## src/rtl/opt_sequencer.sv

```systemverilog
// Replica-exchange optimisation sequencer: sweeps base_num replicas per node,
// interleaves exponent-unit exchange phases and drains the id pipeline at the end.
module opt_sequencer #(
  parameter int base_num   = 8,
  parameter int exp_cycles = 17,
  parameter int base_log   = $clog2(base_num)
) (
  input  logic                clk,
  input  logic                reset,
  input  logic                start,
  input  logic                abort,
  input  logic [31:0]         iter_num,
  input  logic [15:0]         ex_interval,
  input  logic [16:0]         recip_in,
  output logic                busy,
  output logic                done,
  output logic [base_log-1:0] or_rn_base_id,
  output logic [base_log-1:0] tw_rn_base_id,
  output logic [base_log-1:0] or_dd_base_id,
  output logic [base_log-1:0] tw_dd_base_id,
  output logic [base_log-1:0] or_rp_base_id,
  output logic [base_log-1:0] tw_rp_base_id,
  output logic [base_log-1:0] or_ex_base_id,
  output logic [base_log-1:0] tw_ex_base_id,
  output logic                opt_run,
  output logic                or_opt_en,
  output logic                tw_opt_en,
  output logic                exp_init,
  output logic                exp_run,
  output logic                exp_fin,
  output logic [16:0]         exp_recip,
  output logic [1:0]          dbg_state
);

  // Launch protocol: start is a one-cycle pulse accepted only while busy is low;
  // completion is reported by a one-cycle done pulse in the first idle cycle.
  typedef enum logic [1:0] {IDLE = 2'd0, RUN = 2'd1, EXCH = 2'd2, DRAIN = 2'd3} state_t;

  localparam logic [base_log-1:0] bc_max  = base_log'(base_num - 1);
  localparam logic [base_log:0]   half_w  = (base_log + 1)'(base_num / 2);
  localparam logic [base_log:0]   num_w   = (base_log + 1)'(base_num);
  localparam logic [31:0]         fin_at  = 32'(exp_cycles + 1);

  state_t              state, state_nx;
  logic [base_log-1:0] bc;
  logic [31:0]         rem;
  logic [15:0]         ic;
  logic [15:0]         ex_int;
  logic [31:0]         ecnt;
  logic [1:0]          dcnt;
  logic [base_log:0]   tw_sum;
  logic [base_log:0]   tw_mod;
  logic                wrap, last_sweep, exch_go, exch_end, drain_end;

  assign wrap       = (state == RUN) && (bc == bc_max);
  assign last_sweep = wrap && (rem == 32'd1);
  assign exch_go    = wrap && !last_sweep && (ex_int != 16'd0) && (16'(ic + 16'd1) == ex_int);
  assign exch_end   = (state == EXCH) && (ecnt == fin_at);
  assign drain_end  = (state == DRAIN) && (dcnt == 2'd2);

  always_ff @(posedge clk) begin
    if (!reset) state <= IDLE;
    else        state <= state_nx;
  end

  // Abort outranks sweep completion and exchange entry.
  always_comb begin
    state_nx = state;
    case (state)
      IDLE:  if (start) state_nx = (iter_num != 32'd0) ? RUN : DRAIN;
      RUN: begin
        if (abort)           state_nx = DRAIN;
        else if (last_sweep) state_nx = DRAIN;
        else if (exch_go)    state_nx = EXCH;
      end
      EXCH: begin
        if (abort)         state_nx = DRAIN;
        else if (exch_end) state_nx = RUN;
      end
      DRAIN: if (drain_end) state_nx = IDLE;
      default: state_nx = IDLE;
    endcase
  end

  always_ff @(posedge clk) begin
    if (!reset) begin
      bc        <= '0;
      rem       <= '0;
      ic        <= '0;
      ex_int    <= '0;
      ecnt      <= '0;
      dcnt      <= '0;
      done      <= 1'b0;
      exp_recip <= '0;
    end else begin
      done <= drain_end;
      case (state)
        IDLE: begin
          bc   <= '0;
          ecnt <= '0;
          dcnt <= '0;
          if (start) begin
            rem       <= iter_num;
            ex_int    <= ex_interval;
            exp_recip <= recip_in;
            ic        <= '0;
          end
        end
        RUN: begin
          if (abort) begin
            bc <= '0;
          end else if (wrap) begin
            bc  <= '0;
            rem <= rem - 32'd1;
            ic  <= exch_go ? 16'd0 : 16'(ic + 16'd1);
          end else begin
            bc <= bc + 1'b1;
          end
        end
        EXCH: begin
          bc   <= '0;
          ecnt <= (abort || exch_end) ? 32'd0 : ecnt + 32'd1;
        end
        DRAIN: begin
          bc   <= '0;
          dcnt <= drain_end ? 2'd0 : dcnt + 2'd1;
        end
        default: bc <= '0;
      endcase
    end
  end

  assign tw_sum        = {1'b0, bc} + half_w;
  assign tw_mod        = (tw_sum >= num_w) ? tw_sum - num_w : tw_sum;
  assign or_rn_base_id = bc;
  assign tw_rn_base_id = opt_run ? tw_mod[base_log-1:0] : '0;

  always_ff @(posedge clk) begin
    if (!reset) begin
      or_dd_base_id <= '0;
      tw_dd_base_id <= '0;
      or_rp_base_id <= '0;
      tw_rp_base_id <= '0;
      or_ex_base_id <= '0;
      tw_ex_base_id <= '0;
    end else begin
      or_dd_base_id <= or_rn_base_id;
      tw_dd_base_id <= tw_rn_base_id;
      or_rp_base_id <= or_dd_base_id;
      tw_rp_base_id <= tw_dd_base_id;
      or_ex_base_id <= or_rp_base_id;
      tw_ex_base_id <= tw_rp_base_id;
    end
  end

  assign busy      = (state != IDLE);
  assign opt_run   = (state == RUN);
  assign or_opt_en = opt_run;
  assign tw_opt_en = opt_run;
  assign exp_init  = (state == EXCH) && (ecnt == 32'd0);
  assign exp_fin   = exch_end;
  assign exp_run   = (state == EXCH) && (ecnt != 32'd0) && (ecnt != fin_at);
  assign dbg_state = state;

endmodule
```

## config.mk

```make
export PLATFORM = sky130hd
export DESIGN_NAME = opt_sequencer
export DESIGN_NICKNAME = d
export VERILOG_FILES = /design/src/rtl/opt_sequencer.sv
export SDC_FILE = /design/constraint.sdc
export NUM_CORES = 1
export LEC_CHECK = 0
export BUFFER_PORTS_ARGS = -buffer_cell sky130_fd_sc_hd__buf_2
export CAP_MARGIN = 20
export CORE_MARGIN = 2
export CORE_UTILIZATION = 36
export DETAILED_ROUTE_END_ITERATION = 8
export GPL_TIMING_DRIVEN = 0
export SLEW_MARGIN = 20
export SYNTH_ARGS = -nofsm -noshare
export SYNTH_HDL_FRONTEND = slang
export SYNTH_SLANG_ARGS = --single-unit
export TNS_END_PERCENT = 10
```

## constraint.sdc

```tcl
create_clock -name clk -period 8 [get_ports clk]
set_input_delay 1.6 -clock clk [delete_from_list [all_inputs] [get_ports clk]]
set_output_delay 1.6 -clock clk [all_outputs]
set_load 0.05 [all_outputs]
```

==> results.yml <==
status:
  status: "finished clean"
floorplan:
  die_y_um: 146
  start_util_pct: 36.4
  die_w_um: 146
  rows: 52
  die_area_mm2: 0.0214
  core_mm2: 0.0200
  ioPinCount: 120
cts:
  cts_resized: 0
  ctsRootBufferMaster: "clkbuf_16"
  cts_hold_buf: 0
  tritoncts: "done"
  clk_pin_slew_worst_paths_ns: 0.06
  insertion_delay_ns: 0.42
  cts_max_level: 4
  cts_buffers: 17
  clock_sinks: 139
  cts_setup_buffers: 0
  cts_max_path_buffers: 2
sta:
  tightest_slew_ns: 0.782
  skew_ns: 0.0105
  hold_violations: 0
  setup_tns_ns: 0
  setup_viol: 0
  fmax_mhz: 212
  drv_slew: 0
  slew_headroom_pct: 47.8
  worst_slack_ns: 3.28
  post-route-period-util_pct: 58.9
  rsz0062_at_grt: "no"
  fin_crit_ns: 4.72
critical_path:
  cp-start-kind: "flop"
  path_max_fanout: 10
  arrival_ns: 3.12
  critPathRequiredTime_ns: 6.40
  crit_type: "reg -> out"
  critPathCaptureType: "primary output"
synthesis:
  synthFlopType: "dfxtp_1"
  synth_top_area_share_pct: 38.1
  synth_nets: 1032
  synth_seq_cells: 139
  synthMostInstantiatedCell: "nand2_1"
  ys_warn_count: 0
  ys_types: 71
  synth_common_cells: "nand2_1, dfxtp_1, nor2_1"
  syn_inst: 951
  synth_area_mm2: 0.00730
  yosys.area.top_type: "dfxtp_1"
  synth_edf_count: 0
  ys_async_sr_fraction_pct: 0
  ys_seq_area_share_pct: 38.1
  avgSynthCellArea_um2: 7.67
  synth_area_leaders: "dfxtp_1, nand2_1, a21oi_1, nor2_1, o21ai_0"
power:
  leakage_nw: 3.45
  finalPower_mw: 3.04
  ir_worst_vdd_v: 0.000173
  powerDensity_mw_per_mm2: 345
grt:
  overflow: 0
  grt_max_degree: 17
  grt_usage_pct: 21.0
  grt_pass1_wl_um: 36100
  grt_pass1_vias: 6871
  antenna_found_initial: 1
finish:
  fillers: 2070
  area_delta_synth_final_pct: 20.8
  final_nets: 1169
  stdcell_count: 1371
  drive_above_1_share_pct: 17.1
place:
  place_congestion: 0.867
  portBuffers: 118
  dp_slack_ns: 3.77
  hpwl_um: 16400
  placed_cells: 1339
route:
  drt-pass1-iter-count: 6
  wl_per_cell_um: 16.6
  drc_errors: 0
  via_per_inst: 5.52
  drt_iter0_drc: 651
  postRouteAntennaNets: 0
  via_count: 7562
  routed_wl_um: 22800
run:
  maxCapViolCount: 0
hold_path:
  hp-class: "reg -> reg"
path summary, 6_finish.rpt:
check	from	to	slack, ns	cells after the start
setup / recovery	dbg_state[0]$_SDFFE_PN0P_	tw_rn_base_id[0]	3.28	6
hold / removal	exp_recip[5]$_SDFFE_PN0P_	exp_recip[5]$_SDFFE_PN0P_	0.45	2
setup reg to reg	ic[0]$_SDFFE_PN0P_	ic[7]$_SDFFE_PN0P_	4.52	10
hold reg to reg	exp_recip[5]$_SDFFE_PN0P_	exp_recip[5]$_SDFFE_PN0P_	0.45	2
metal layers:
| metal | routed length (µm) | track usage [%] | vias up |
|---|---|---|---|
| met5 | 0 | 0 | - |
| li1 | - | - | 3713 |
| met3 | 1570 | 4.34 | 37 |
| met2 | 10100 | 32.1 | 277 |
| met1 | 10500 | 29.2 | 3535 |
| met4 | 623 | 8.20 | 0 |
power breakdown:
group	internal [mW]	switching, mW	total [mW]
registers	0.811	0.117	0.928
logic	0.396	0.931	1.33
clock network	0.468	0.321	0.789
total	1.67	1.37	3.04
critical path, stage by stage, from the launching register on:
cell and delay (ns):
dfxtp_1 0.46, ha_1 0.41, clkbuf_1 0.45, clkbuf_1 0.49, clkbuf_1 0.43, and2_1 0.20
buf_2 0.26
cell usage in the layout, fill, tap and decap left out, drive strengths merged, types with 13 or more instances in the layout:
| cell type | n |
|---|---|
| xor2 | 13 |
| inv | 26 |
| and3 | 14 |
| nand2 | 143 |
| nor3 | 33 |
| dfxtp | 139 |
| clkbuf | 65 |
| and2 | 30 |
| nand4 | 20 |
| a21oi | 82 |
| a31oi | 13 |
| nor2 | 95 |
| nand3 | 26 |
| nor4 | 37 |
| o21ai | 60 |
| buf | 133 |
stage by stage:
stage	hold WS (ns)	util (%)	instance area, µm²
after floorplan	0.441	-	7300
after global placement	0.434	41.0	8230
after detailed placement	0.445	41.0	8230
after CTS	0.457	43.9	8810
after global routing	0.462	44.0	8820
final	0.452	44.0	8820
layout make-up:
| type | count | area [µm²] | area share (%) |
|---|---|---|---|
| inverters | 23 | 86.3 | 0.979 |
| clock buffers | 18 | 439 | 4.98 |
| clock inverters | 13 | 143 | 1.62 |
| multi-input cells | 727 | 4170 | 47.3 |
| flip-flops and latches | 139 | 2780 | 31.6 |
| well taps | 270 | 338 | 3.83 |
| plain buffers | 62 | 262 | 2.97 |
| diodes | 1 | 2.50 | 0.0284 |
| repair buffers | 118 | 591 | 6.70 |
sequential cells by signal, indices dropped and copies added, names as in the netlist, 3 cells and up:
register and flops:
tw_dd_base_id 3, or_rn_base_id 3, rem 32, tw_ex_base_id 3, ecnt 32, exp_recip 17
or_rp_base_id 3, or_ex_base_id 3, ex_int 16, tw_rp_base_id 3, or_dd_base_id 3, ic 16
logic make-up after synthesis:
group | Yosys count | share of synthesized area [%]
AND/OR/NAND/NOR | 436 | 29.7
AO/OA/AOI/OAI | 251 | 21.8
flip-flops | 139 | 38.1
buffers and inverters | 85 | 4.77
XOR/XNOR | 24 | 2.88
adder cells (fa/ha/maj) | 12 | 2.06
multiplexers | 4 | 0.600
No activity file was read; power rests on OpenSTA's default activity.
